## src/rtl/serial_adder.sv

```systemverilog
// Bit-serial two-operand adder: one bit per clock, LSB first, through a single
// half-adder-pair cell with a carry flop, valid/ready on both sides.
module serial_adder #(
  parameter int unsigned WIDTH = 8
) (
  input  logic             clk,
  input  logic             rst_n,
  input  logic             in_valid,
  output logic             in_ready,
  input  logic [WIDTH-1:0] a,
  input  logic [WIDTH-1:0] b,
  output logic             out_valid,
  input  logic             out_ready,
  output logic [WIDTH-1:0] sum,
  output logic             cout,
  output logic             ovf,
  output logic             busy
);

  localparam int unsigned CW = $clog2(WIDTH);

  typedef enum logic [1:0] {IDLE, ADD, DONE} state_t;

  state_t           state, state_next;
  logic [WIDTH-1:0] a_sr, b_sr;
  logic [WIDTH-2:0] sum_sr;
  logic [WIDTH-1:0] sum_next;
  logic [CW-1:0]    cnt;
  logic             carry, c_msb;
  logic             h1, g1, s_bit, c_next;
  logic             last_bit, pre_msb_bit;

  // Half-adder pair: first cell adds the operand bits, second adds the carry.
  always_comb begin
    h1       = a_sr[0] ^ b_sr[0];
    g1       = a_sr[0] & b_sr[0];
    s_bit    = h1 ^ carry;
    c_next   = g1 | (h1 & carry);
    // Sum register is one bit short: the final bit lands straight in sum.
    sum_next = {s_bit, sum_sr};
    last_bit    = (cnt == CW'(WIDTH - 1));
    pre_msb_bit = (cnt == CW'(WIDTH - 2));
  end

  always_ff @(posedge clk or negedge rst_n) begin
    if (!rst_n) state <= IDLE;
    else        state <= state_next;
  end

  always_comb begin
    state_next = state;
    in_ready   = 1'b0;
    out_valid  = 1'b0;
    busy       = 1'b0;
    case (state)
      IDLE: begin
        in_ready = 1'b1;
        if (in_valid) state_next = ADD;
      end
      ADD: begin
        busy = 1'b1;
        if (last_bit) state_next = DONE;
      end
      DONE: begin
        busy      = 1'b1;
        out_valid = 1'b1;
        if (out_ready) state_next = IDLE;
      end
      default: state_next = IDLE;
    endcase
  end

  always_ff @(posedge clk or negedge rst_n) begin
    if (!rst_n) begin
      a_sr   <= '0;
      b_sr   <= '0;
      sum_sr <= '0;
      cnt    <= '0;
      carry  <= 1'b0;
      c_msb  <= 1'b0;
      sum    <= '0;
      cout   <= 1'b0;
      ovf    <= 1'b0;
    end else begin
      case (state)
        IDLE: begin
          if (in_valid) begin
            a_sr  <= a;
            b_sr  <= b;
            carry <= 1'b0;
            cnt   <= '0;
          end
        end
        ADD: begin
          a_sr   <= a_sr >> 1;
          b_sr   <= b_sr >> 1;
          sum_sr <= sum_next[WIDTH-1:1];
          carry  <= c_next;
          cnt    <= cnt + 1'b1;
          // Carry leaving bit WIDTH-2 is the carry into the MSB.
          if (pre_msb_bit) c_msb <= c_next;
          if (last_bit) begin
            sum  <= sum_next;
            cout <= c_next;
            ovf  <= c_msb ^ c_next;
          end
        end
        default: ;
      endcase
    end
  end

endmodule

```

## config.mk

```make
export PLATFORM = sky130hd
export DESIGN_NAME = serial_adder
export DESIGN_NICKNAME = d
export VERILOG_FILES = /design/src/rtl/serial_adder.sv
export SDC_FILE = /design/constraint.sdc
export NUM_CORES = 1
export LEC_CHECK = 0
export CORE_ASPECT_RATIO = 1.2
export CORE_UTILIZATION = 51
export DETAILED_ROUTE_END_ITERATION = 10
export PLACE_DENSITY = 0.78
export SYNTH_ARGS = -nofsm -noshare
export SYNTH_HDL_FRONTEND = slang
export SYNTH_SLANG_ARGS = --single-unit
```

## constraint.sdc

```tcl
create_clock -name clk -period 1.65 [get_ports clk]
set_input_delay 0.33 -clock clk [delete_from_list [all_inputs] [get_ports clk]]
set_output_delay 0.33 -clock clk [all_outputs]
set_load 0.02 [all_outputs]
```

### Yosys cells after proc, flatten, opt, wreduce, memory -nomap -nowiden

Index checks and enable logic that the tools add are counted.

* output and inout port bits: 13
* register bits: 40
* input port bits: 20
* word-level logic and storage cells: 46

* mux-type cells: 15
* eq/ne operators: 7
* reduce and logical (&&, ||, !) cells: 7
* add/sub/neg operators: 1
* bitwise logic cells: 6

Operators by type and width (count)
* one-hot mux 8 bit (2 select lines): 2
* 2-to-1 mux 8 bit: 2
* equality test 3 bit, second input constant: 2
* 2-to-1 mux 2 bit: 3
* inequality test 2 bit, second input constant: 3
* one-hot mux 2 bit (3 select lines): 1
* one-hot mux 3 bit (2 select lines): 1
* AND reduction 2 bit: 3
* 2-to-1 mux 1 bit: 4
* adder 3 x 1 -> 3 bit, second input constant: 1
* 2-to-1 mux 3 bit: 1
* AND reduction 3 bit: 1
* bitwise XOR 1 bit: 3
* AND 1 bit: 2
* equality test 2 x 1 -> 1 bit, second input constant: 1
* equality test 2 bit, second input constant: 1
* logical NOT 2 bit: 1
* one-hot mux 1 bit (2 select lines): 1
* nonzero test 2 bit: 1
* OR reduction 2 bit: 1
* bitwise OR 1 bit: 1

### Depth between registers and ports, before layout

* word-level depth: 4
* depth in mapped cells: 7
* mapped depth without buffers: 5

### Least setup slack after synthesis

OpenSTA, ideal clock, no wires.

* path kind: register to register
* start point: register state[0]
* end point: register state[0]
* buffers on the path: 1
* cell stages (with the launch flop): 7
* data required time: 1525 ps
* period minus slack after synthesis: 1629 ps
* library setup time: 125 ps
* arrival time: 1505 ps
* setup slack: 21 ps
* cells stage by stage: dfrtp_1 > inv_1 > ha_1 > nand2b_1 > buf_4 > o211ai_1 > mux2_2

* word-level cells in the longest chain between the ends: 3
* elaborated cells on any way between the ends: 8
* those cells by class: 5 x eq/ne; 1 x mux; 2 x reduce/logical

RTL lines
* from (decl): RTL line 24 `state_t state, state_next;`
* from (signal assigned): RTL line 47 `else state <= state_next;`
* equality test 2 x 1 -> 1 bit, or another cell as far along: RTL line 55 `case (state)`
* inequality test 2 bit (no source line)
* AND reduction 3 bit (no source line)

Parallel ways exist; a longest one is shown, timed or not.
A chain may end at the register's enable or synchronous reset.

### Worst setup path after layout

* start point: register state[0]
* end point: output in_ready

* word-level cells in the longest chain between the ends: 2

RTL lines
* logical NOT 2 bit: RTL line 55
* 2-to-1 mux 1 bit: RTL line 55
* to (decl): RTL line 9 `output logic in_ready,`

Every way passes these cells.

==> impl_metrics.toml <==
[outcome]
outcome = "finished, violations left"
failed_checks = "design-rule violations"

[power_and_ir_drop]
switching_share_pct = 36.7
power_switching_mw = 1.63
p_leak_nw = 1.09
ir_drop_v = 0.00149
powerDensity_mw_per_mm2 = 1890
intPower_mw = 2.81
clkPwrFrac_pct = 13.4
seq_power_share_pct = 37.7
p_comb_share_pct = 48.9
power_mw = 4.44

[clocking]
htree_levels = 2
clock-root-buffer = "clkbuf_8"
cts_buffers = 5
hold_buffers = 0
clk_pin_slew_ns = 0.07
clock_sinks = 40
clk_latency_ns = 0.28
cts_tree = "done"
clk_path_buf_depth = 2

[logic_synthesis]
synth.area.top_cells = "dfrtp_1 (54%), mux2_2 (11%), mux2i_1 (7.6%), o21ai_2 (4.8%), ha_1 (4.1%)"
synth-seq-area-share_pct = 54.3
syn_nets = 172
synth_cells = 145
synth.top_cell.area_share_pct = 54.3
yosysWarnings = 0
synth_seq_cells = 40
synth_area_leader_cell = "dfrtp_1"
yosysUniqueCellTypes = 21
syn_area_mm2 = 0.00184
syn_avg_cell_area_um2 = 12.7

[cells_and_area]
drive_gt1_share_pct = 26.6
stdcell_area_mm2 = 0.00234
fillerInstances = 267
n_antenna_cell = 0
regArea_mm2 = 0.00100
area_delta_synth_final_pct = 27.1
final_nets = 215
multi_input_area_um2 = 761

[global_route]
use_met2_pct = 37.1
grt_pass1_vias = 1228
groute.usage.overall_pct = 19.0
grt_util_met3_pct = 3.40
overflow = 0
busiest_layer = "met2"
grt_max_degree = 24
grt_first_pass_wirelength_um = 5420
met1_usage_pct = 20.5
grt_antenna_before_repair = 0

[setup_path]
cp_max_fo = 3
critPathKind = "reg2out"
worstReg2RegEnd = "a_sr[4]"
ff2ff_path_depth = 7
crit_path_end_kind = "primary output"
reg2reg_from = "state[0]"
worst-r2r-setup-slack_ns = 0.10
worstPathRequired_ns = 1.32
crit_path_start_kind = "flip-flop"
arrival_ns = 1.30

[routing]
wl_um = 3330
final_antenna_net_count = 0
drt-initial-drc-count = 37
via_per_inst = 5.46
avgRoutedWirePerCell_um = 14.8
vias = 1229
drc = 4
first_pass_iters = 7

[timing]
worst_slew_pin_slew_ns = 0.519
setup_viol = 0
finClkSkew_ns = 0.00329
max_slew_margin_pct = 65.4
finalHoldViolations = 0
fmax_mhz = 612
fin_setup_tns_ns = 0
grt_setup_unrepaired = "yes"
slew_viol_final = 0
finalCritPeriodShare_pct = 99.1
fin_crit_ns = 1.63

[placed_design]
finalWeightedCongestion = 0.706
dpl-instance-area_mm2 = 0.00225
numPortBuffers = 32
dp_hpwl_um = 2560

[floorplanning]
dieHeight_um = 67.9
core-area_mm2 = 0.00340
die_area_mm2 = 0.00386
fp.dieW_um = 56.9
start_util_pct = 54.3
rows = 23
ioPinCount = 33

[run]
drv_cap = 0

[hold_path]
hp-class = "in2async"
==> placed cells by master (no fill, tap or decap) <==
cell type / netlist / final
a31oi_1: 2 / 2
a32o_1: 2 / 2
buf_12: 0 / 2
buf_2: 2 / 1
buf_4: 2 / 9
buf_6: 4 / 1
clkbuf_1: 0 / 1
clkbuf_8: 0 / 5
clkdlybuf4s15_1: 0 / 1
clkdlybuf4s15_2: 0 / 1
clkdlybuf4s50_1: 0 / 28
clkinv_2: 0 / 1
dfrtp_1: 40 / 40
dlygate4sd2_1: 0 / 1
fa_1: 1 / 1
ha_1: 6 / 5
ha_2: 0 / 1
inv_1: 6 / 6
mux2_2: 18 / 18
mux2i_1: 14 / 14
mux2i_4: 0 / 1
nand2_1: 19 / 19
nand2b_1: 2 / 2
nand3_1: 3 / 3
o211ai_1: 1 / 1
o21ai_0: 5 / 5
o21ai_1: 4 / 4
o21ai_2: 10 / 10
o2bb2ai_1: 2 / 2
xnor2_1: 1 / 1
==> metal layers <==
layer / wire, um / share of wire [%] / vias to the layer above
met1: 1350 / 40 / 612
met4: 40 / 1.2 / 0
met3: 122 / 3.7 / 4
met2: 1820 / 55 / 28
met5: 0 / 0 / -
li1: - / - / 585
==> final cells by class <==
class / count / area share, %
well taps: 37 / 1.98
clock buffers: 6 / 3.10
flip-flops and latches: 40 / 42.7
repair buffers: 44 / 18.5
clock inverters: 1 / 0.214
inverters: 6 / 0.962
multi-input cells: 91 / 32.5
==> repair_timing <==
item                                    in CTS  in global routing
gates resized for setup                      5                  3
buffers inserted                             0                  1
endpoints found under the setup margin       3                 15
==> cell usage after synthesis <==
library cell  count
nand2b_1          2
ha_1              6
fa_1              1
o21ai_2          10
mux2_2           18
mux2i_1          14
a31oi_1           2
a32o_1            2
o2bb2ai_1         2
nand3_1           3
buf_6             4
o211ai_1          1
dfrtp_1          40
o21ai_1           4
xnor2_1           1
nand2_1          19
mux2i_2           1
inv_1             6
o21ai_0           5
buf_2             2
buf_4             2
==> worst max path at each step <==
stage                   from        end  slack, ns  cells past startpoint
floorplan           state[0]   state[0]       0.02                      6
global placement    state[0]       busy       0.06                      3
detailed placement  state[0]       busy     -0.003                      3
CTS                 state[1]  out_valid     0.0003                      3
global route        state[0]       busy      -0.03                      3
finish              state[0]   in_ready       0.02                      3
==> sequential cells by signal, indices dropped and copies added, names as in the netlist <==
signal  cells
sum         8
state       2
carry       1
cnt         3
a_sr        8
ovf         1
sum_sr      7
b_sr        8
c_msb       1
cout        1
==> worst max-delay path, stage by stage, from the launching register on <==
cell	delay, ns
dfrtp_1	0.40
inv_1	0.10
ha_1	0.18
dlygate4sd2_1	0.34
==> through the flow <==
stage	setup slack (ns)	instances	utilization (%)	hold WS [ns]
CTS	0.000300	224	68.5	0.0272
global placement	0.0557	217	66.3	0.311
detailed placement	-0.00307	217	66.3	0.335
finish	0.0156	225	69.0	0.0152
floorplan	0.0206	145	-	0.0344
global route	-0.0317	225	69.0	0.0438
==> cell families after synthesis <==
logic type,share of synthesized area (%)
and+or+nand+nor,5.36
AOI/OAI and AO/OA,10.3
xor gates and xnor gates,0.475
adders and majority gates,5.16
buffers and inverters,5.02
DFF,54.3
muxes,19.3
==> power groups by stage <==
stage | Sequential [mW] | Clock, mW | Combinational [mW]
6_report | 1.67 | 0.593 | 2.17
5_1_grt | 1.73 | 0.643 | 2.37
4_1_cts | 1.68 | 0.606 | 2.16
3_5_place_dp | 1.70 | 0 | 2.17
3_3_place_gp | 1.66 | 0 | 2.05
2_1_floorplan | 1.73 | 0 | 1.46
Note: power is estimated with default switching activity, not from simulation.
